==> src/rtl/gelato_scoreboard_if.sv <==
// Issue/writeback request bundle between the warp scheduler, writeback and the scoreboard.
// Handshake: a request is taken on a clk edge where valid and the global rdy are both high; producers hold valid until then.
interface gelato_scoreboard_if #(
    parameter int WARP_NUM = 4,
    parameter int REG_W    = 5
);
    localparam int WW = $clog2(WARP_NUM);

    logic          set_valid;
    logic [WW-1:0] set_warp;
    logic [REG_W-1:0] set_reg;
    logic          wb_valid;
    logic [WW-1:0] wb_warp;
    logic [REG_W-1:0] wb_reg;

    modport master (
        output set_valid, set_warp, set_reg,
        output wb_valid, wb_warp, wb_reg
    );

    modport slave (
        input set_valid, set_warp, set_reg,
        input wb_valid, wb_warp, wb_reg
    );
endinterface

==> src/rtl/gelato_scoreboard.sv <==
// Per-warp dirty-register scoreboard: issue marks rd pending, writeback frees it.
// Slot value 0 means free; full/count are computed from next-state entries so they track regs exactly.
module gelato_scoreboard #(
    parameter int WARP_NUM        = 4,
    parameter int SCOREBOARD_SIZE = 4,
    parameter int REG_W           = 5
) (
    input  logic clk,
    input  logic rst_n,
    input  logic rdy,
    gelato_scoreboard_if.slave sb,
    output logic [WARP_NUM*SCOREBOARD_SIZE*REG_W-1:0]        regs,
    output logic [WARP_NUM-1:0]                              full,
    output logic [WARP_NUM*($clog2(SCOREBOARD_SIZE)+1)-1:0]  count,
    output logic err_ovf,
    output logic err_unf
);
    localparam int WW = $clog2(WARP_NUM);
    localparam int CW = $clog2(SCOREBOARD_SIZE) + 1;

    typedef logic [REG_W-1:0] reg_t;

    reg_t          ent_q [WARP_NUM][SCOREBOARD_SIZE];
    reg_t          ent_d [WARP_NUM][SCOREBOARD_SIZE];
    logic [CW-1:0] cnt_q [WARP_NUM];
    logic [CW-1:0] cnt_d [WARP_NUM];
    logic [WARP_NUM-1:0] full_q, full_d;
    logic ovf_q, ovf_d, unf_q, unf_d;

    logic do_clr, do_set, hit, dup, placed;

    always_comb begin
        ent_d  = ent_q;
        ovf_d  = ovf_q;
        unf_d  = unf_q;
        full_d = '0;
        do_clr = 1'b0;
        do_set = 1'b0;
        hit    = 1'b0;
        dup    = 1'b0;
        placed = 1'b0;
        for (int w = 0; w < WARP_NUM; w++) begin
            cnt_d[w] = '0;
            do_clr = rdy && sb.wb_valid  && (sb.wb_warp  == WW'(w)) && (sb.wb_reg  != '0);
            do_set = rdy && sb.set_valid && (sb.set_warp == WW'(w)) && (sb.set_reg != '0);
            hit    = 1'b0;
            dup    = 1'b0;
            placed = 1'b0;
            for (int s = 0; s < SCOREBOARD_SIZE; s++) begin
                if (do_clr && ent_q[w][s] == sb.wb_reg) begin
                    ent_d[w][s] = '0;
                    hit         = 1'b1;
                end
            end
            if (do_clr && !hit) unf_d = 1'b1;
            // An entry about to be cleared by the same-warp writeback does not count as a duplicate.
            for (int s = 0; s < SCOREBOARD_SIZE; s++) begin
                if (ent_q[w][s] == sb.set_reg && !(do_clr && sb.wb_reg == sb.set_reg)) dup = 1'b1;
            end
            // Free slot is picked from the pre-clear state: a hole opened this cycle is reused next cycle.
            for (int s = 0; s < SCOREBOARD_SIZE; s++) begin
                if (do_set && !dup && !placed && ent_q[w][s] == '0) begin
                    ent_d[w][s] = sb.set_reg;
                    placed      = 1'b1;
                end
            end
            if (do_set && !dup && !placed) ovf_d = 1'b1;
            for (int s = 0; s < SCOREBOARD_SIZE; s++) begin
                if (ent_d[w][s] != '0) cnt_d[w] = cnt_d[w] + CW'(1);
            end
            full_d[w] = (cnt_d[w] == CW'(SCOREBOARD_SIZE));
        end
    end

    always_ff @(posedge clk or negedge rst_n) begin
        if (!rst_n) begin
            ent_q  <= '{default: '0};
            cnt_q  <= '{default: '0};
            full_q <= '0;
            ovf_q  <= 1'b0;
            unf_q  <= 1'b0;
        end else begin
            ent_q  <= ent_d;
            cnt_q  <= cnt_d;
            full_q <= full_d;
            ovf_q  <= ovf_d;
            unf_q  <= unf_d;
        end
    end

    for (genvar w = 0; w < WARP_NUM; w++) begin : g_warp
        for (genvar s = 0; s < SCOREBOARD_SIZE; s++) begin : g_slot
            assign regs[(w*SCOREBOARD_SIZE+s)*REG_W +: REG_W] = ent_q[w][s];
        end
        assign count[w*CW +: CW] = cnt_q[w];
    end

    assign full    = full_q;
    assign err_ovf = ovf_q;
    assign err_unf = unf_q;
endmodule

==> src/flat_wrapper.sv <==
// flat-port wrapper written by rule: the top's interface ports become plain ports
module gelato_scoreboard_flat 
#(
    parameter int WARP_NUM        = 4,
    parameter int SCOREBOARD_SIZE = 4,
    parameter int REG_W           = 5
)
  (clk, rst_n, rdy, regs, full, count, err_ovf, err_unf, sb_set_valid, sb_set_warp, sb_set_reg, sb_wb_valid, sb_wb_warp, sb_wb_reg);
  gelato_scoreboard_if #(.WARP_NUM(WARP_NUM), .REG_W(REG_W)) sb_i ();
  input  logic clk;
  input  logic rst_n;
  input  logic rdy;
  output logic [WARP_NUM*SCOREBOARD_SIZE*REG_W-1:0] regs;
  output logic [WARP_NUM-1:0] full;
  output logic [WARP_NUM*($clog2(SCOREBOARD_SIZE)+1)-1:0] count;
  output logic err_ovf;
  output logic err_unf;
  input wire logic [$bits(sb_i.set_valid)-1:0] sb_set_valid;
  input wire logic [$bits(sb_i.set_warp)-1:0] sb_set_warp;
  input wire logic [$bits(sb_i.set_reg)-1:0] sb_set_reg;
  input wire logic [$bits(sb_i.wb_valid)-1:0] sb_wb_valid;
  input wire logic [$bits(sb_i.wb_warp)-1:0] sb_wb_warp;
  input wire logic [$bits(sb_i.wb_reg)-1:0] sb_wb_reg;
  assign sb_i.set_valid = sb_set_valid;
  assign sb_i.set_warp = sb_set_warp;
  assign sb_i.set_reg = sb_set_reg;
  assign sb_i.wb_valid = sb_wb_valid;
  assign sb_i.wb_warp = sb_wb_warp;
  assign sb_i.wb_reg = sb_wb_reg;
  gelato_scoreboard #(.WARP_NUM(WARP_NUM), .SCOREBOARD_SIZE(SCOREBOARD_SIZE), .REG_W(REG_W)) u_core (.clk(clk), .rst_n(rst_n), .rdy(rdy), .sb(sb_i), .regs(regs), .full(full), .count(count), .err_ovf(err_ovf), .err_unf(err_unf));
endmodule
==> config.mk <==
export PLATFORM = sky130hd
export DESIGN_NAME = gelato_scoreboard_flat
export DESIGN_NICKNAME = d
export VERILOG_FILES = /design/src/rtl/gelato_scoreboard_if.sv /design/src/rtl/gelato_scoreboard.sv /design/src/flat_wrapper.sv
export SDC_FILE = /design/constraint.sdc
export NUM_CORES = 1
export LEC_CHECK = 0
export ABC_AREA = 1
export ABC_CLOCK_PERIOD_IN_PS = 4300
export CAP_MARGIN = 20
export CELL_PAD_IN_SITES_DETAIL_PLACEMENT = 1
export CELL_PAD_IN_SITES_GLOBAL_PLACEMENT = 2
export CORE_AREA = 2 2 163 165
export DETAILED_ROUTE_END_ITERATION = 10
export DIE_AREA = 0 0 165 167
export PLACE_DENSITY_LB_ADDON = 0.1
export SLEW_MARGIN = 20
export SYNTH_ARGS = -nofsm -noshare
export SYNTH_HDL_FRONTEND = slang
export SYNTH_SLANG_ARGS = --single-unit
==> constraint.sdc <==
create_clock -name clk -period 4.3 [get_ports clk]
set_clock_uncertainty 0.2 [all_clocks]
set_input_delay 0.43 -clock clk [delete_from_list [all_inputs] [get_ports clk]]
set_output_delay 0.43 -clock clk [all_outputs]
set_load 0.01 [all_outputs]
* Word level (Yosys, flattened, before mapping)
Index checks and enable logic that the tools add are counted.
Storage, ports and cells: logic and storage cells 342, register bits after elaboration 98, bits of input ports 19, output and inout port bits 98
Operators by class: muxes and demuxes 104, add/sub/neg operators 12, reduce and logical (&&, ||, !) cells 160, equal/unequal tests 43
Operator list (count):
- == test 5 bit | 33
- two-way mux 5 bit | 32
- logical AND 1 bit | 94
- nonzero test 5 bit | 18
- zero test 5 bit | 16
- two-way mux 1 bit | 60
- two-way mux 3 bit | 12
- zero test 1 bit | 28
- adder 3 x 1 -> 3 bit, second input constant | 8
- == test 3 bit, second input constant | 4
- adder 1 x 1 -> 2 bit, second input constant | 4
- == test 2 bit, second input constant | 4
- nonzero test 4 bit | 2
- == test 2 x 1 -> 1 bit, second input constant | 2
- zero test 2 bit | 2

* Depth between registers and ports, before layout
Gate-level depths: netlist (run 1).
depth after elaboration 32, gate-level depth with buffers 27, mapped depth without buffers 27

* Worst setup path after synthesis (run 1)
OpenSTA, ideal clock, no wires.
path type input to register, start in sb_wb_reg[3], end reg u_core.full_q[0] (netlist: u_core.full[0]), cell stages on the path 25, data arrival time 3.126 ns, path buffers 1, slack 0.902 ns, library setup time 0.071 ns, cell sequence buf_4 -> nor2_1 -> nand4_1 -> nand3_1 -> inv_1 -> nand3_1 -> nand2_2 -> nand2_1 -> inv_1 -> nand4_2 -> o21ai_1 -> or3_1 -> nor3_2 -> inv_2 -> ha_1 -> inv_1 -> nand2_1 -> nand2_1 -> inv_1 -> ha_1 -> inv_1 -> nand2_1 -> nand2_1 -> nand2_1 -> nor2_1
RTL lines:
- start, declared | RTL line flat_wrapper.sv:23 | input wire logic [$bits(sb_i.wb_reg)-1:0] sb_wb_reg;
- end signal, assigned | RTL line gelato_scoreboard.sv:85 | full_q <= full_d;
- end, declared | RTL line gelato_scoreboard.sv:27 | logic [WARP_NUM-1:0] full_q, full_d;

==> flow_summary_export.csv, run 1 <==
group,metric,value,unit
placement,hpwl,22.8,mm
timing,hold_violations,34,
timing,fin_tns_setup,0,ns
route,wl_met3,867,um
synthesis,synth_edf_count,0,
setup_path,r2r_cells,26,
cts,holdBufCountCts,0,
setup_path,reg2reg_to,"u_core.full[0]",
setup_path,cp_cell_sequence,"clkdlybuf4s50_1 > buf_4 > xor2_1 > a21oi_2 > nand3_1 > nand2_2 > nand2_1 > or2_1 > o22ai_1 > nor2_1 > nand3_1 > inv_1 > ha_1 > inv_1 > nand3_1 > nand2_1 > inv_1 > ha_1 > nand2_1 > nand2_1 > nand2_1 > nand2_1 > nor2_1",
timing,post-route-period-util,0.906,
synthesis,synth_area_leaders,"dfrtp_1 (32%), nand2_1 (18%), inv_1 (7.7%)",
cells_and_area,drive_gt1_frac,0.107,
setup_path,path_common_cell,"nand2_1",
timing,worst_pin_slew,0.837,ns
grt,grt_max_degree,61,
power_and_ir_drop,ir_drop,0.000243,V
cells_and_area,nets,1297,
cts,clock-sinks,98,
synthesis,ys_seq_area_frac,0.321,
timing,whs,-0.0462,ns
power_and_ir_drop,p_per_area,486,nW/um2
placement,port_buffers,116,
setup_path,crit_path_end_kind,"flop",
worst_hold_path,hold_class,"in -> async",
cells_and_area,final_cell_count_no_fill,1605,
route,top_layer,"met4",
setup_path,crit_path_max_fanout,11,
synthesis,ys_warn_count,0,
die,io_pins,117,
timing,fin_crit,3.90,ns
cts,cts_tree,"done",
route,wl,29.9,mm
cts,root_buffer,"clkbuf_16",
setup_path,critical-path-max-stage-delay,0.59,ns
timing,setup_viol,0,
grt,grt.overflow.total,0,
status,status,"finished, violations left",
placement,placed_cells,1590,
synthesis,post-synth-top-area-fraction,0.321,
die,dieArea,27600,um2
status,violations,"negative hold slack",
setup_path,cp.required,4.40,ns
cts,insertion_delay,0.36,ns
grt,grt_pass1_vias,8134,
route,wire_per_inst,18.6,um
die,die_w,165,um
setup_path,worst-setup-path-type,"in -> reg",
synthesis,synth.cell_area,7640,um2
route,dr.pass1.iters,4,
cts,htree_levels,3,
synthesis,synthArstFlopShare,1.00,
timing,max_freq,257,MHz
setup_path,crit-reg2reg-launch,"u_core.regs[16]",
cells_and_area,syn_to_final_growth,28.0,%
die,die_h,167,um
synthesis,synth_seq_cells,98,
power_and_ir_drop,leakagePower,4.77,nW
timing,rsz0062_at_grt,"false",
cts,cts_buffers,9,
die,initial_core_util,0.297,
die,core.rowCount,59,
grt,antenna_found_initial,0,
timing,report.final.slew_viol_count,0,
route,drc,0,
route,viasPerCell,4.82,
route,drtAntennaViolNets,0,
setup_path,rrSetupSlack,0.77,ns
setup_path,worstPathArrival,3.99,ns
synthesis,synth_cell_type_count,49,
route,wl_met2,14.2,mm
synthesis,synth.largest_area_cell,"dfrtp_1",
cts,clockBufferDepth,2,
placement,place.gp.congestion,0.829,
cts,cts_resized,0,
route,drt_iter0_drc,392,
synthesis,syn_inst,1124,
cts,clkTransAtPathRegs,0.08,ns
run,max_cap_viol_count,0,
die,core_area,25800,um2
route,num_vias,7737,
cells_and_area,n_antenna_cell,0,
timing,slew-limit-headroom,0.437,
setup_path,worstSetupStartpointType,"primary input",
route,wl_met1,14.6,mm
synthesis,synth_nets,1155,
synthesis,yosys_most_used_dff,"dfrtp_1",
synthesis,avgSynthCellArea,6.80,um2
grt,grt_pass1_wl,47.3,mm
grt,grt_use_total,0.225,
setup_path,crit_slowest_cell,"clkdlybuf4s50_1",
cts,cts_setup_buffers,0,
==> Yosys cell counts, types with 4 or more instances <==
master,count
dfrtp_1,98
buf_2,15
xnor2_1,38
nor2_2,8
o22ai_1,23
ha_1,12
nand4_1,38
nand3_1,63
clkbuf_1,6
nand4_4,4
o21ai_1,4
inv_1,157
nor2_1,109
nor4_1,13
o21bai_2,13
nand2_2,5
nor3_2,4
xor2_1,30
inv_2,15
o21ai_0,23
nor3_1,9
nand2_1,373
buf_4,9
a22oi_1,4
nand3_2,7
==> logic make-up after synthesis <==
family | count (synthesis) | share of synthesized area
simple gates | 655 | 0.389
buf+inv | 207 | 0.111
flops | 98 | 0.321
compound gates | 84 | 0.0809
xor+xnor | 68 | 0.0779
fa+ha+maj | 12 | 0.0196
==> how the worst max path moves through the flow <==
stage | start | to | slack, ns | depth (start not counted)
final | sb_set_reg[4] | u_core.full[2] | 0.40 | 23
after global routing | sb_wb_reg[1] | u_core.full[3] | 0.001 | 22
after CTS | sb_set_reg[0] | u_core.full[2] | 0.37 | 26
after detailed placement | sb_set_reg[4] | u_core.full[2] | 0.01 | 23
after global placement | sb_set_reg[0] | u_core.full[2] | 0.06 | 26
after floorplan | sb_wb_reg[3] | u_core.full[0] | 0.90 | 25
==> power by group <==
part	leakage (nW)	switching, W	total, W	internal, W
registers	1.10	0.000400	0.00159	0.00119
clock network	0.132	0.000404	0.000856	0.000451
logic	3.54	0.00125	0.00230	0.00105
total	4.77	0.00206	0.00475	0.00269
==> placed cells by master, fill, tap and decap left out, drive strengths merged <==
cell,n
o21bai,14
a22oi,4
or3,3
dfrtp,98
buf,49
o21ai,29
nand4,45
bufinv,1
and2,4
xor2,30
or2,4
a31oi,2
o221ai,1
nor4,17
nand2,378
o211ai,1
nor3,13
a2111o,1
o22ai,26
clkinvlp,2
clkinv,3
nand3b,2
o2111ai,1
a221oi,3
inv,172
nor2,118
a21oi,2
xnor2,38
ha,12
clkdlybuf4s50,115
nand3,70
clkbuf,11
nor3b,1
==> critical path: cells and delay by family <==
family / cells / cell delay, ns
AO/OA/AOI/OAI: 2 / 0.51
adder cells (fa/ha/maj): 2 / 0.52
AND/OR/NAND/NOR: 13 / 1.39
XOR/XNOR: 1 / 0.10
buffers and inverters: 5 / 1.03
==> cell type report <==
type / instances / area [um2]
clock buffer: 11 / 233
clock inverter: 4 / 53.8
fill: 3251 / 16000
inverter: 174 / 656
multi-input combinational: 819 / 4340
sequential: 98 / 2450
tap: 335 / 419
timing repair buffer: 164 / 1630
==> registers in the layout, summed over array words and instances, names as in the netlist <==
name,cells
u_core.full,4
u_core.regs,80
u_core.err_unf,1
u_core.count,12
u_core.err_ovf,1
==> per-stage QoR <==
step	power, W	cell area (um2)	worst slack [ns]	util	hold slack, ns
after floorplan	0.00284	7640	0.902	-	-0.0656
after detailed placement	0.00392	9490	0.0142	0.369	0.356
after global placement	0.00390	9490	0.0564	0.369	0.352
after global routing	0.00518	9780	0.00139	0.380	0.0261
final	0.00475	9780	0.405	0.380	-0.0462
after CTS	0.00482	9780	0.374	0.380	0.0129
==> metal layers <==
metal,vias up,track usage
met3,13,0.0279
met2,126,0.371
met4,0,0.0401
met1,3763,0.316
li1,3835,-
met5,-,0
Power figures use the tool's default switching activity.
==> run 2: changes to the inputs <==
Settings changed: SLEW_MARGIN 20 to 40.
==> run 2 against run 1 <==
Net effect:
- the flow now finishes without violations
- wire length increased by 0.80%
- critical path type unchanged
- largest cell class unchanged
- global-route usage increased by 0.074 points
- combinational power about the same
==> flow_summary_export.csv, run 2 (synthesized netlist as in run 1, its figures left out) <==
group,metric,value,unit
cells_and_area,layout_commonest_cell,"nand2_1",
cts,clkTransAtPathRegs,0.08,ns
die,die_w,165,um
cells_and_area,nets,1299,
cells_and_area,largest_reg_flops,80,
setup_path,cp.required,4.40,ns
cts,insertion_delay,0.36,ns
cts,root_buffer,"clkbuf_16",
cts,clock-sinks,98,
placement,place.gp.congestion,0.829,
cells_and_area,fillers,3260,
setup_path,worst-setup-path-type,"in -> reg",
placement,placed_cells,1591,
grt,antenna_found_initial,0,
cells_and_area,final-seq-area,2450,um2
worst_hold_path,hold_class,"in -> async",
timing,fin_crit,3.89,ns
route,drc,0,
cts,cts_tree,"done",
setup_path,worst-path-buf-inv,8,
timing,hold_violations,0,
timing,slew-limit-headroom,0.423,
grt,grt.overflow.total,0,
placement,hpwl,23.0,mm
die,core_area,25800,um2
die,die_h,167,um
die,dieArea,27600,um2
die,core.rowCount,59,
die,io_pins,117,
grt,grt_pass1_vias,8282,
power_and_ir_drop,ir_drop,0.000223,V
route,dr.pass1.iters,4,
cts,cts_setup_buffers,0,
setup_path,crit-reg2reg-launch,"u_core.regs[39]",
cts,cts_buffers,9,
setup_path,worstSetupStartpointType,"primary input",
cells_and_area,syn_to_final_growth,28.6,%
grt,grt_use_total,0.225,
power_and_ir_drop,p_total,0.00477,W
timing,whs,0.319,ns
power_and_ir_drop,leakagePower,4.79,nW
timing,rsz0062_at_grt,"false",
setup_path,worstPathArrival,3.99,ns
cells_and_area,final_cell_mix,"nand2_1 (373), inv_1 (157), clkdlybuf4s50_1 (115)",
cells_and_area,multi_input_area,4350,um2
cells_and_area,final_cell_count_no_fill,1607,
setup_path,worst_path_dominant_cell_family,"simple AND/OR/NAND/NOR gates",
timing,worst_pin_slew,0.858,ns
placement,port_buffers,116,
route,drtAntennaViolNets,0,
cells_and_area,drive_gt1_frac,0.108,
route,drt_iter0_drc,349,
run,max_cap_viol_count,0,
setup_path,path_common_cell,"nand2_1",
cells_and_area,n_antenna_cell,0,
status,status,"finished clean",
setup_path,crit_start,"sb_set_reg[4]",
setup_path,crit_path_max_fanout,11,
grt,grt_pass1_wl,47.5,mm
die,initial_core_util,0.297,
route,wire_per_inst,18.8,um
placement,pre_cts_ws,-0.00451,ns
setup_path,critical-path-max-stage-delay,0.52,ns
setup_path,crit_slowest_cell,"clkdlybuf4s50_1",
route,num_vias,7823,
cts,htree_levels,3,
cts,clockBufferDepth,2,
route,wl,30.2,mm
setup_path,crit_path_end_kind,"flop",
timing,setup_viol,0,
timing,post-route-period-util,0.906,
timing,report.final.slew_viol_count,0,
timing,max_freq,257,MHz
timing,fin_ws,0.405,ns
grt,grt_max_degree,42,
power_and_ir_drop,p_per_area,485,nW/um2
route,viasPerCell,4.87,
[run 2: cell count changes in the layout (fill, tap and decap cells not counted), sizes merged]
cell and delta:
buf +1, dlygate4sd3 +1
[run 2: path summary, 6_finish.rpt]
path	end	slack (ns)	depth (start not counted)
worst max-delay path	u_core.full[0]	0.41	26
worst min-delay path	u_core.count[1]	0.32	2
worst max register to register	u_core.full[1]	0.76	26
worst min register to register	u_core.err_unf	0.39	2
max in group asynchronous	u_core.regs[25]	2.75	3
min in group clk	u_core.err_unf	0.39	2
[run 2: where the power goes]
| part | leakage [nW] | internal (W) | switching, W |
|---|---|---|---|
| sequential | 1.10 | 0.00119 | 0.000402 |
| combinational | 3.56 | 0.00105 | 0.00126 |
| clock | 0.132 | 0.000452 | 0.000408 |
[run 2: area by class of cell]
type,count,share of cell area
Multi-Input combinational cell,819,0.443
Sequential cell,98,0.250
Timing Repair Buffer,166,0.169
Inverter,174,0.0665
Tap cell,335,0.0427
Clock buffer,11,0.0237
Clock inverter,4,0.00547
[run 2: what timing repair did]
item,4_1_cts,5_1_grt
setup endpoints to repair,0,2
resized for setup,0,2
hold buffers,1,0
hold endpoints to repair,18,0
[run 2: worst reg2reg max path, cell delays in order, from the launching register on]
cell     delay, ns
dfrtp_1       0.51
inv_1         0.08
nand2_1       0.06
nand2_1       0.05
inv_1         0.05
nand3_1       0.08
nor2_1        0.18
nor2_1        0.07
nand2_1       0.07
nand2_2       0.06
nand2_1       0.08
inv_2         0.06
nand2_2       0.09
o22ai_1       0.09
or3_1         0.40
nor3_2        0.22
ha_1          0.31
inv_1         0.06
nand3_1       0.09
nand2_1       0.10
inv_1         0.05
ha_1          0.20
nand2_1       0.07
nand2_1       0.05
nand2_1       0.08
nand2_1       0.06
nor2_1        0.08
[run 2: metal layers]
layer  vias up  global-route usage  part of all wire  wire [um]
met4         0              0.0416            0.0088        265
met5         -                   0                 0          0
met2       123               0.370              0.47      14100
met3        18              0.0224             0.024        730
li1       3834                   -                 -          -
met1      3848               0.322              0.50      15000
[run 2: metrics by stage]
step / utilization / TNS (ns) / cell area, um2
floorplan: - / 0 / 7640
global placement: 0.369 / 0 / 9490
detailed placement: 0.369 / -0.00451 / 9510
CTS: 0.381 / 0 / 9810
global route: 0.381 / 0 / 9830
finish: 0.381 / 0 / 9830
==> run 3: changes to the inputs <==
Settings changed: MAX_ROUTING_LAYER from default to met4.
==> run 3 against run 2 <==
Net effect:
- combinational power is essentially flat
- sequential power is essentially flat
- worst hold slack gained 0.0012 ns
- power shrank 0.24%
- sequential share of layout area is the same
- maximum frequency shrank 0.19%
- utilization is the same
- sequential cell count is the same
- design area is the same
- highest routed layer unchanged
==> flow_summary_export.csv, run 3 (synthesized netlist as in run 1, its figures left out) <==
group,metric,value,unit
cts,clkTransAtPathRegs,0.08,ns
route,wl,30.0,mm
setup_path,crit-reg2reg-launch,"u_core.regs[39]",
power_and_ir_drop,leakagePower,4.79,nW
worst_hold_path,hold_class,"in -> async",
die,die_w,165,um
power_and_ir_drop,power_switching,0.00206,W
cts,clock-sinks,98,
setup_path,worstPathArrival,4.00,ns
timing,fin_tns_setup,0,ns
setup_path,worstSetupStartpointType,"primary input",
setup_path,crit_path_max_fanout,11,
cells_and_area,drive_gt1_frac,0.108,
cells_and_area,syn_to_final_growth,28.6,%
placement,pre_cts_ws,-0.00451,ns
cts,insertion_delay,0.36,ns
route,drc,0,
die,core_area,25800,um2
cts,cts_tree,"done",
cts,clockBufferDepth,2,
setup_path,worst-setup-path-type,"in -> reg",
setup_path,crit_slowest_cell,"clkdlybuf4s50_1",
power_and_ir_drop,p_int,0.00270,W
cells_and_area,multi_input_area,4350,um2
die,core.rowCount,59,
cells_and_area,layout_commonest_cell,"nand2_1",
timing,setup_viol,0,
cells_and_area,n_antenna_cell,0,
status,status,"finished clean",
timing,rsz0062_at_grt,"false",
grt,antenna_found_initial,0,
setup_path,crit_path_end_kind,"flop",
route,dr.pass1.iters,4,
cells_and_area,nets,1299,
route,drtAntennaViolNets,0,
setup_path,r2r_cells,26,
timing,report.final.slew_viol_count,0,
die,initial_core_util,0.297,
power_and_ir_drop,p_per_area,484,nW/um2
power_and_ir_drop,p_seq_frac,0.335,
run,max_cap_viol_count,0,
route,viasPerCell,4.82,
timing,post-route-period-util,0.907,
timing,fin_crit,3.90,ns
cts,htree_levels,3,
cells_and_area,final_cell_mix,"nand2_1 (373), inv_1 (157), clkdlybuf4s50_1 (115)",
cts,cts_buffers,9,
power_and_ir_drop,clock_power_share,0.180,
placement,place.gp.congestion,0.842,
cts,root_buffer,"clkbuf_16",
route,drt_iter0_drc,338,
setup_path,crit_start,"sb_set_reg[4]",
grt,grt_use_total,0.232,
setup_path,reg2reg_to,"u_core.full[1]",
setup_path,critical-path-max-stage-delay,0.53,ns
timing,fin_ws,0.398,ns
grt,grt_pass1_vias,8277,
die,io_pins,117,
die,dieArea,27600,um2
power_and_ir_drop,sw_frac_of_total,0.433,
setup_path,cp.required,4.40,ns
die,die_h,167,um
timing,hold_violations,0,
power_and_ir_drop,ir_drop,0.000223,V
timing,slew-limit-headroom,0.424,
grt,grt.overflow.total,0,
power_and_ir_drop,comb_power_share,0.485,
placement,placed_area,9510,um2
setup_path,rrSetupSlack,0.77,ns
timing,worst_pin_slew,0.856,ns
placement,port_buffers,116,
cells_and_area,largest_reg_flops,80,
cells_and_area,finalInstanceArea,9830,um2
timing,max_freq,256,MHz
cells_and_area,final-seq-area,2450,um2
grt,grt_pass1_wl,47.5,mm
cts,cts_setup_buffers,0,
route,num_vias,7752,
cells_and_area,fillers,3260,
grt,grt_max_degree,42,
placement,hpwl,23.0,mm
timing,whs,0.320,ns
route,wire_per_inst,18.7,um
setup_path,path_common_cell,"nand2_1",
## run 3: cell counts in the layout (fill, tap and decap cells not counted)
No cell type changed its count.
## run 3: metal layers
layer / vias to the layer above / GRT usage / share of wire
met1: 3790 / 0.321 / 0.49
met3: 11 / 0.0194 / 0.028
met4: 0 / 0.0439 / 0.0071
met2: 118 / 0.371 / 0.47
li1: 3833 / - / -
met5: - / - / 0
## run 3: how the worst max path moves through the flow
stage	end	slack, ns	cells past startpoint
after floorplan	u_core.full[0]	0.90	25
after global placement	u_core.full[2]	0.06	26
after detailed placement	u_core.full[2]	-0.005	23
after CTS	u_core.full[2]	0.38	23
after global routing	u_core.full[2]	0.02	27
final	u_core.full[0]	0.40	26
## run 3: cell type report
| class | instances | share of cell area |
|---|---|---|
| sequential | 98 | 0.250 |
| clock inverter | 4 | 0.00547 |
| tap | 335 | 0.0427 |
| inverter | 174 | 0.0665 |
| timing repair buffer | 166 | 0.169 |
| clock buffer | 11 | 0.0237 |
| multi-input combinational | 819 | 0.443 |
## run 3: critical path, delay by kind of cell
family / cells / cell delay, ns
AO/OA/AOI/OAI: 1 / 0.08
adder cells (fa/ha/maj): 2 / 0.58
AND/OR/NAND/NOR: 15 / 1.74
buffers and inverters: 8 / 1.15
## run 3: timing repair
action / 4_1_cts / 5_1_grt
gates resized for setup: 0 / 2
hold buffers: 1 / 0
endpoints found under the setup margin: 0 / 2
hold endpoints to repair: 18 / 0
## run 3: power groups by stage
stage                     Sequential (W)  Clock [W]  Combinational [W]
after floorplan                  0.00160          0            0.00124
after global placement           0.00162          0            0.00228
after detailed placement         0.00161          0            0.00232
after global routing             0.00164   0.000917            0.00262
final                            0.00159   0.000855            0.00231
after CTS                        0.00159   0.000885            0.00234
## run 3: through the flow
| step | total power [W] | util | instances |
|---|---|---|---|
| floorplan | 0.00284 | - | 1124 |
| global placement | 0.00390 | 0.369 | 1590 |
| detailed placement | 0.00393 | 0.369 | 1591 |
| CTS | 0.00482 | 0.381 | 1607 |
| global route | 0.00518 | 0.381 | 1607 |
| finish | 0.00475 | 0.381 | 1607 |
